### config.mk
export PLATFORM = sky130hd
export DESIGN_NAME = multicycle_controller
export DESIGN_NICKNAME = d
export VERILOG_FILES = /design/src/rtl/ctrl_pkg.sv /design/src/rtl/opcode_classifier.sv /design/src/rtl/multicycle_controller.sv
export SDC_FILE = /design/constraint.sdc
export NUM_CORES = 1
export LEC_CHECK = 0
export ABC_CLOCK_PERIOD_IN_PS = 2100
export BUFFER_PORTS_ARGS = -buffer_cell sky130_fd_sc_hd__buf_2
export CAP_MARGIN = 25
export CORE_MARGIN = 3
export CORE_UTILIZATION = 45
export CTS_BUF_LIST = sky130_fd_sc_hd__clkbuf_8
export CTS_CLUSTER_DIAMETER = 40
export CTS_CLUSTER_SIZE = 12
export DETAILED_ROUTE_END_ITERATION = 7
export PLACE_DENSITY = 0.7
export SLEW_MARGIN = 0
export SYNTH_ARGS = -nofsm -noshare
export SYNTH_HDL_FRONTEND = slang
export SYNTH_SLANG_ARGS = --single-unit
export TNS_END_PERCENT = 50
### constraint.sdc
create_clock -name clk -period 2.1 [get_ports clk]
set_input_delay 0.105 -clock clk [delete_from_list [all_inputs] [get_ports clk]]
set_output_delay 0.105 -clock clk [all_outputs]
set_load 0.01 [all_outputs]
### src/rtl/ctrl_pkg.sv
// Shared definitions for the multi-cycle RV32I control FSM: opcodes,
// state and opcode-class encodings, and datapath select constants.
package ctrl_pkg;

  localparam logic [6:0] OPC_R    = 7'b0110011;
  localparam logic [6:0] OPC_I    = 7'b0010011;
  localparam logic [6:0] OPC_LUI  = 7'b0110111;
  localparam logic [6:0] OPC_LW   = 7'b0000011;
  localparam logic [6:0] OPC_SW   = 7'b0100011;
  localparam logic [6:0] OPC_BR   = 7'b1100011;
  localparam logic [6:0] OPC_JALR = 7'b1100111;
  localparam logic [6:0] OPC_JAL  = 7'b1101111;

  typedef enum logic [2:0] {
    ST_IDLE   = 3'd0,
    ST_FETCH  = 3'd1,
    ST_DECODE = 3'd2,
    ST_EXEC   = 3'd3,
    ST_MEM    = 3'd4,
    ST_WB     = 3'd5,
    ST_TRAP   = 3'd6
  } state_e;

  typedef enum logic [3:0] {
    CLS_NONE = 4'd0,
    CLS_R    = 4'd1,
    CLS_I    = 4'd2,
    CLS_LUI  = 4'd3,
    CLS_LW   = 4'd4,
    CLS_SW   = 4'd5,
    CLS_BR   = 4'd6,
    CLS_JAL  = 4'd7,
    CLS_JALR = 4'd8
  } op_class_e;

  localparam logic [1:0] ALU_ADD   = 2'b00;
  localparam logic [1:0] ALU_BR    = 2'b01;
  localparam logic [1:0] ALU_FUNCT = 2'b10;
  localparam logic [1:0] ALU_LUI   = 2'b11;

  localparam logic [1:0] M2R_ALU  = 2'b00;
  localparam logic [1:0] M2R_MEM  = 2'b01;
  localparam logic [1:0] M2R_LINK = 2'b10;

  localparam logic [1:0] JSEL_NONE = 2'b00;
  localparam logic [1:0] JSEL_JAL  = 2'b01;
  localparam logic [1:0] JSEL_JALR = 2'b10;

  // Wait-counter width: enough to hold TIMEOUT_CYCLES, never below one bit.
  function automatic int cnt_width(input int n);
    return (n <= 1) ? 1 : $clog2(n + 1);
  endfunction

endpackage

### src/rtl/opcode_classifier.sv
// Maps a raw opcode onto an instruction class, honouring which optional
// instruction groups are built in. Anything unrecognised is illegal.
module opcode_classifier
  import ctrl_pkg::*;
#(
  parameter int SUPPORT_JUMPS = 1,
  parameter int SUPPORT_LUI   = 1
) (
  input  logic [6:0] opcode,
  output op_class_e  op_class,
  output logic       illegal
);

  // Decode opcode into a class; unsupported groups fall through to CLS_NONE.
  always_comb begin
    // NOTE: defaults first so every path assigns every output (no latches).
    op_class = CLS_NONE;
    case (opcode)
      OPC_R:    op_class = CLS_R;
      OPC_I:    op_class = CLS_I;
      OPC_LW:   op_class = CLS_LW;
      OPC_SW:   op_class = CLS_SW;
      OPC_BR:   op_class = CLS_BR;
      OPC_LUI:  if (SUPPORT_LUI != 0)   op_class = CLS_LUI;
      OPC_JAL:  if (SUPPORT_JUMPS != 0) op_class = CLS_JAL;
      OPC_JALR: if (SUPPORT_JUMPS != 0) op_class = CLS_JALR;
      default:  op_class = CLS_NONE;
    endcase
    illegal = (op_class == CLS_NONE);
  end

endmodule

### src/rtl/multicycle_controller.sv
// Multi-cycle control FSM: sequences FETCH/DECODE/EXEC/MEM/WB, waits on
// memory handshakes with a time-out, freezes on hazard stalls and traps
// on illegal opcodes. Outputs are decoded from state and registered class.
module multicycle_controller
  import ctrl_pkg::*;
#(
  parameter int TIMEOUT_CYCLES = 16,
  parameter int SUPPORT_JUMPS  = 1,
  parameter int SUPPORT_LUI    = 1
) (
  input  logic       clk,
  input  logic       rst_n,
  input  logic [6:0] opcode,
  input  logic       stall_in,
  input  logic       imem_ack,
  input  logic       dmem_ack,
  output logic       imem_req,
  output logic       dmem_req,
  output logic       pc_write,
  output logic       ir_write,
  output logic       alu_src,
  output logic [1:0] mem_to_reg,
  output logic       reg_write,
  output logic       mem_read,
  output logic       mem_write,
  output logic [1:0] alu_op,
  output logic       branch,
  output logic [1:0] jsel,
  output logic       illegal,
  output logic       timeout,
  output logic [2:0] state_o
);

  localparam int            CW        = cnt_width(TIMEOUT_CYCLES);
  localparam logic [CW-1:0] CNT_LIMIT = CW'(TIMEOUT_CYCLES);

  state_e        state_q, state_d;
  op_class_e     cls_q, cls_d;
  logic [CW-1:0] cnt_q, cnt_d;
  logic          illegal_q, illegal_d;
  logic          timeout_q, timeout_d;

  op_class_e     dec_class;
  logic          dec_illegal;
  logic [CW-1:0] cnt_inc;
  logic          wait_expired;

  opcode_classifier #(
    .SUPPORT_JUMPS (SUPPORT_JUMPS),
    .SUPPORT_LUI   (SUPPORT_LUI)
  ) u_classifier (
    .opcode   (opcode),
    .op_class (dec_class),
    .illegal  (dec_illegal)
  );

  // State, opcode class, wait counter and sticky trap flags.
  // NOTE: non-blocking (<=) so every flop samples pre-edge values together.
  always_ff @(posedge clk or negedge rst_n) begin
    if (!rst_n) begin
      state_q   <= ST_IDLE;
      cls_q     <= CLS_NONE;
      cnt_q     <= '0;
      illegal_q <= 1'b0;
      timeout_q <= 1'b0;
    end else begin
      state_q   <= state_d;
      cls_q     <= cls_d;
      cnt_q     <= cnt_d;
      illegal_q <= illegal_d;
      timeout_q <= timeout_d;
    end
  end

  // Next-state, class capture and wait counting; a stall freezes all of it.
  always_comb begin
    state_d      = state_q;
    cls_d        = cls_q;
    cnt_d        = '0;
    illegal_d    = illegal_q;
    timeout_d    = timeout_q;
    cnt_inc      = (cnt_q == CNT_LIMIT) ? cnt_q : cnt_q + 1'b1;
    wait_expired = (TIMEOUT_CYCLES != 0) && (cnt_inc == CNT_LIMIT);

    if (stall_in) begin
      cnt_d = cnt_q;
    end else begin
      case (state_q)
        ST_IDLE: state_d = ST_FETCH;
        ST_FETCH: begin
          if (imem_ack) begin
            state_d = ST_DECODE;
          end else if (wait_expired) begin
            state_d   = ST_TRAP;
            timeout_d = 1'b1;
          end else begin
            cnt_d = cnt_inc;
          end
        end
        ST_DECODE: begin
          cls_d = dec_class;
          if (dec_illegal) begin
            state_d   = ST_TRAP;
            illegal_d = 1'b1;
          end else begin
            state_d = ST_EXEC;
          end
        end
        ST_EXEC: begin
          case (cls_q)
            CLS_R, CLS_I, CLS_LUI, CLS_JAL, CLS_JALR: state_d = ST_WB;
            CLS_LW, CLS_SW:                           state_d = ST_MEM;
            CLS_BR:                                   state_d = ST_FETCH;
            default:                                  state_d = ST_TRAP;
          endcase
        end
        ST_MEM: begin
          if (dmem_ack) begin
            state_d = (cls_q == CLS_LW) ? ST_WB : ST_FETCH;
          end else if (wait_expired) begin
            state_d   = ST_TRAP;
            timeout_d = 1'b1;
          end else begin
            cnt_d = cnt_inc;
          end
        end
        ST_WB:   state_d = ST_FETCH;
        ST_TRAP: state_d = ST_TRAP;
        default: state_d = ST_TRAP;
      endcase
    end
  end

  // Datapath controls from state and registered class; writes gated by stall.
  always_comb begin
    imem_req   = 1'b0;
    dmem_req   = 1'b0;
    pc_write   = 1'b0;
    ir_write   = 1'b0;
    alu_src    = 1'b0;
    mem_to_reg = M2R_ALU;
    reg_write  = 1'b0;
    mem_read   = 1'b0;
    mem_write  = 1'b0;
    alu_op     = ALU_ADD;
    branch     = 1'b0;
    jsel       = JSEL_NONE;
    case (state_q)
      ST_FETCH: begin
        imem_req = 1'b1;
        pc_write = imem_ack && !stall_in;
        ir_write = imem_ack && !stall_in;
      end
      ST_EXEC: begin
        case (cls_q)
          CLS_R:   alu_op = ALU_FUNCT;
          CLS_I: begin
            alu_src = 1'b1;
            alu_op  = ALU_FUNCT;
          end
          CLS_LUI: begin
            alu_src = 1'b1;
            alu_op  = ALU_LUI;
          end
          CLS_LW, CLS_SW: alu_src = 1'b1;
          CLS_BR: begin
            branch = 1'b1;
            alu_op = ALU_BR;
          end
          CLS_JAL: begin
            jsel     = JSEL_JAL;
            pc_write = !stall_in;
          end
          CLS_JALR: begin
            jsel     = JSEL_JALR;
            alu_src  = 1'b1;
            pc_write = !stall_in;
          end
          default: ;
        endcase
      end
      ST_MEM: begin
        dmem_req  = 1'b1;
        mem_read  = (cls_q == CLS_LW);
        mem_write = (cls_q == CLS_SW) && !stall_in;
      end
      ST_WB: begin
        reg_write = !stall_in;
        if (cls_q == CLS_LW) begin
          mem_to_reg = M2R_MEM;
        end else if (cls_q == CLS_JAL || cls_q == CLS_JALR) begin
          mem_to_reg = M2R_LINK;
        end
      end
      default: ;
    endcase
  end

  assign illegal = illegal_q;
  assign timeout = timeout_q;
  assign state_o = state_q;

endmodule

* After elaboration in Yosys (flattened, before gate mapping)
Memories as Yosys holds them, arrays and structs flattened.
Index checks and enable logic that the tools add are counted.
** Operators by class
- Bitwise operators :: 1
- Eq/ne operators :: 25
- Shifts and indexed selects :: 0
- Multiply operators :: 0
- Order comparisons :: 0
- Multiplexer cells :: 35
- Reduce and logical (&&, ||, !) cells :: 14
- Divide/modulo/power cells :: 0
- Add/subtract/negate cells :: 1
** Operator list (count)
- $pmux 4 s8 :: 1
- $eq 7x6->1 const B :: 3
- $eq 7x7->1 const B :: 3
- $mux 5 :: 4
- $eq 4x3->1 const B :: 4
- $mux 3 :: 5
- $pmux 3 s5 :: 1
- $mux 1 :: 14
- $eq 5x5->1 const B :: 2
- $mux 2 :: 5
- $pmux 5 s2 :: 1
- $eq 4x2->1 const B :: 2
- $eq 7x2->1 const B :: 1
- $eq 7x5->1 const B :: 1
- $eq 3x2->1 const B :: 2
- $eq 3x3->1 const B :: 2
- $pmux 2 s3 :: 1
- $reduce_or 2->1 :: 3
- $add 5x1->5 const B :: 1
- $reduce_or 5->1 :: 1
- $eq 4x1->1 const B :: 1
- $eq 4x4->1 const B :: 1
- $logic_not 4->1 :: 1
- $ne 2x2->1 const B :: 2
- other kinds (12) :: 14
** Word-level totals
- Bits in writable memories :: 0
- Word-level logic and storage cells :: 82
- Register bits after elaboration :: 14
- Bits in latches :: 0
- Memories :: 1
- Memory bits (read-only) :: 48
** Memories
- (name not given) :: depth 16, bits a word 3, rd ports 1, clocked after memory_dff 0, wr ports 0, line multicycle_controller.sv:110 : case (cls_q)

* Longest topological paths before layout
- Word-level depth :: 6
- Mapped depth :: 7
- Depth with buffers taken out :: 7

* Cells and area by module
From an unflattened synthesis, not the netlist that was laid out.
** Unflattened totals
- Cell total of the unflattened synthesis :: 148
- Area, all modules :: 1183.6 µm²
** By module, submodules not included
- multicycle_controller :: cells each 125, seq. area each 350.3 µm², area each 1031.0 µm², times used 1
- opcode_classifier :: cells each 23, seq. area each 0.0 µm², area each 152.6 µm², times used 1

* Worst setup path before layout
OpenSTA, ideal clock, no wires.
- Path kind :: register to register
- Start point :: register cnt_q[0]
- End point :: register state_q[0] (netlist: state_o[0])
- Cell stages (with the launch flop) :: 7
- Path buffers :: 0
- Setup slack :: 0.339 ns
- Setup time :: 0.134 ns
- Data required time :: 1.966 ns
- Arrival time :: 1.627 ns
- Cells stage by stage :: dfrtp_1 inv_1 ha_1 or4_1 a21o_1 nand2_1 o211ai_1
** On the way
- Word-level cells in the longest chain between the ends :: 6
** RTL lines
- from (decl) :: line multicycle_controller.sv:39 : logic [CW-1:0] cnt_q, cnt_d;
- from (signal assigned) :: line multicycle_controller.sv:69 : cnt_q <= cnt_d;
- $add 5x1->5 or $eq 5x5->1 (tied branches) :: line multicycle_controller.sv:82 : cnt_inc = (cnt_q == CNT_LIMIT) ? cnt_q : cnt_q + 1'b1;
- $mux 5 (*) :: line multicycle_controller.sv:82
- $eq 5x5->1 (*) :: line multicycle_controller.sv:83 : wait_expired = (TIMEOUT_CYCLES != 0) && (cnt_inc == CNT_LIMIT);
- $mux 3 (*)
- $mux 3 (on tied branches)
- $pmux 3 s5 (*)
- to (signal assigned) :: line multicycle_controller.sv:67 : state_q <= state_d;
- to (decl) :: line multicycle_controller.sv:37 : state_e state_q, state_d;
Mark *: on every way between the ends. The rest lies on a longest branch, timed or not.
A chain may end at the register's enable or synchronous reset.

* Worst setup path after layout
- Start point :: register cls_q[2]
- End point :: output pc_write
** On the way
- Word-level cells in the longest chain between the ends :: 4
** RTL lines
- from (decl) :: line multicycle_controller.sv:38 : op_class_e cls_q, cls_d;
- from (signal assigned) :: line multicycle_controller.sv:68 : cls_q <= cls_d;
- $eq 4x3->1 or $eq 4x4->1 (tied branches) :: line multicycle_controller.sv:155 : case (cls_q)
- $reduce_or 2->1 (no line) (*)
- $mux 1 (*)
- $pmux 1 s2 (*) :: line multicycle_controller.sv:148 : case (state_q)
- to (decl) :: line multicycle_controller.sv:19 : output logic pc_write,
Marked as above.

==> results.toml <==
[placed_design]
gp_congestion = 0.8847
dp_hpwl_um = 2174
port_buffers = 31
pre_cts_slack_ns = 0.2029

[pwr]
power.density_mw_per_mm2 = 804.8
vdd_drop_max_v = 0.0005026
leakage_nw = 0.6302
total_power_mw = 1.138

[synthesis]
ys_types = 48
syn_nets = 166
synth_edf_count = 0
synth_ff_type = "dfrtp_1"
async_flop_share_pct = 100.0
avgSynthCellArea_um2 = 7.820
yosys_warnings = 0
seq_area_frac_synth_pct = 29.47
syn-cell-area_mm2 = 0.001189
ys_ff_latch = 14
synth_cells = 152

[timing]
relSlewSlack_pct = 65.48
finalClockSkew_ns = 0.002904
final_hold_viol_count = 0
worstMarginPinSlew_ns = 0.5108
rsz0062_at_grt = "false"
setup_viol = 0
fin_tns_setup_ns = 0
hold_ws_ns = 0.1649
layout_setup_ws_ns = 0.09333
period_minus_slack_ns = 2.007
period_share_pct = 95.56
max_freq_ghz = 0.4983
slew_violations = 0

[floorplan]
die_h_um = 57.40
dieArea_mm2 = 0.003294
row_count = 17
chipWidth_um = 57.40
core_area_mm2 = 0.002361
start_util_pct = 50.34
num_io_pins = 32

[worst_hold_path]
worstHoldPathCells = 3
hold_class = "primary input to register"
hold_path.startpoint = "opcode[1]"
hold_end = "cls_q[0]"

[routing]
remaining_drc_errors = 0
ant_nets = 0
vias_per_cell = 5.793
vias = 1205
drt_first_pass_iters = 4
wl_um = 2839
drtIter0Drc = 34
wl_per_cell_um = 13.65

[global_routing]
antenna_found_initial = 0
first_global_vias = 1048
grt.total_usage_pct = 17.26
grt_pass1_wl_um = 4595
grt_max_degree = 15
overflow = 0

[setup_path]
r2r-end = "state_o[1]"
critPathMaxFanout = 9
rr_worst_depth = 6
cp.required_ns = 2.00
criticalPathCategory = "register to output port"
worstSetupStartpointType = "register"
endpoint_kind = "output port"
crit_arrival_ns = 1.90
reg2reg_from = "cnt_q[0]"
rrSetupSlack_ns = 0.18

[cells_and_area]
areaGrowthSynthToFinish_pct = 18.95
nNetsFinal = 196
drive_gt1_share_pct = 26.11
diodes = 0
layout_common_cells = "31 x buf_2, 18 x nand2_1, 16 x nor2_1, 13 x dfrtp_1, 9 x o21ai_0"
final_core_util_pct = 59.88
final_common_cell = "buf_2"

[clock_tree]
cts_tree = "done"
cts-root-buf = "clkbuf_8"
cts_max_level = 1
clk_pin_slew_ns = 0.06
clock_path_buffers = 2
insertion_delay_ns = 0.24
cts_buffers = 3
clkSinkCount = 14

[run_status]
run_status = "finished, final reports clean"

[run]
max-cap-violations = 0
[synthesized netlist by cell type (2+ instances only)]
cell type | instances | share of area (%)
a211oi_1 | 2 | 1.3
a21o_1 | 3 | 1.9
a21oi_1 | 3 | 1.3
a22o_1 | 3 | 2.2
a31o_1 | 2 | 1.5
and2b_2 | 2 | 1.5
buf_2 | 5 | 2.1
clkbuf_1 | 4 | 1.3
dfrtp_1 | 14 | 29
ha_1 | 2 | 2.1
inv_1 | 8 | 2.5
nand2_1 | 18 | 5.7
nand2b_1 | 3 | 1.6
nand3_1 | 4 | 1.7
nor2_1 | 16 | 5.1
nor2b_1 | 3 | 1.6
nor3_1 | 5 | 2.1
nor3b_1 | 5 | 3.2
nor4_1 | 3 | 1.6
o2111ai_1 | 2 | 1.5
o211ai_1 | 3 | 1.9
o21ai_0 | 9 | 3.8
o21bai_1 | 3 | 1.9
o31ai_1 | 2 | 1.3
o41ai_1 | 2 | 1.5
xor2_1 | 4 | 2.9
[worst max path at each step]
stage | start | endpoint | slack [ns] | cells past startpoint
after floorplan | cnt_q[0] | state_o[0] | 0.34 | 6
after global placement | cnt_q[0] | state_o[0] | 0.28 | 6
after detailed placement | cnt_q[0] | state_o[1] | 0.20 | 5
after CTS | cls_q[2] | pc_write | 0.04 | 5
after global routing | cls_q[2] | pc_write | 0.003 | 5
final | cls_q[2] | pc_write | 0.09 | 5
[sequential cells by signal, summed over array words and instances, names as in the netlist]
signal	count
cnt_q	5
cls_q	4
state_o	3
illegal	1
timeout	1
[critical path, stage by stage (launching register included)]
cell,delay (ns)
dfrtp_2,0.45
nor2b_1,0.26
nand2_1,0.13
o21a_1,0.21
a2111oi_1,0.40
buf_2,0.20
[repair_timing]
item,CTS,global route
hold endpoints to repair,14,0
hold buffers,1,0
setup buffers,0,0
setup endpoints to repair,0,1
gates resized for setup,0,2
[final cells by class]
type	instances	area, µm²
Multi-Input combinational cell	120	768.2
Inverter	8	30.03
Tap cell	28	35.03
Sequential cell	14	351.6
Clock buffer	3	41.29
Timing Repair Buffer	35	187.7
Fill cell	222	947.2
[routing by layer]
metal | vias up | GRT usage [%] | share of wire [%]
li1 | 612 | - | -
met1 | 549 | 22.66 | 47
met2 | 35 | 28.06 | 45
met3 | 9 | 2.941 | 5.9
met4 | 0 | 6.623 | 2.1
met5 | - | 0 | 0
[power breakdown]
group | internal, mW | switching (mW) | total [mW]
Sequential | 0.317 | 0.0933 | 0.410
Clock | 0.127 | 0.0918 | 0.219
Combinational | 0.229 | 0.280 | 0.509
Total | 0.672 | 0.466 | 1.14
[logic make-up (layout without fill, tap and decap cells)]
group                    count (synthesis)  count (layout)  synth area share [%]
AO/OA/AOI/OAI                           44              44                 27.05
XOR/XNOR                                 5               5                 3.684
adder cells (fa/ha/maj)                  2               2                 2.105
buffers and inverters                   18              46                 6.315
flip-flops                              14              14                 29.47
multiplexers                             1               1                0.9473
AND/OR/NAND/NOR                         68              68                 30.42
[stage by stage]
stage	area (µm²)	instances
finish	1414	208
global route	1414	208
CTS	1408	208
detailed placement	1356	204
global placement	1356	204
floorplan	1189	152
(Power assumes the default switching activity.)
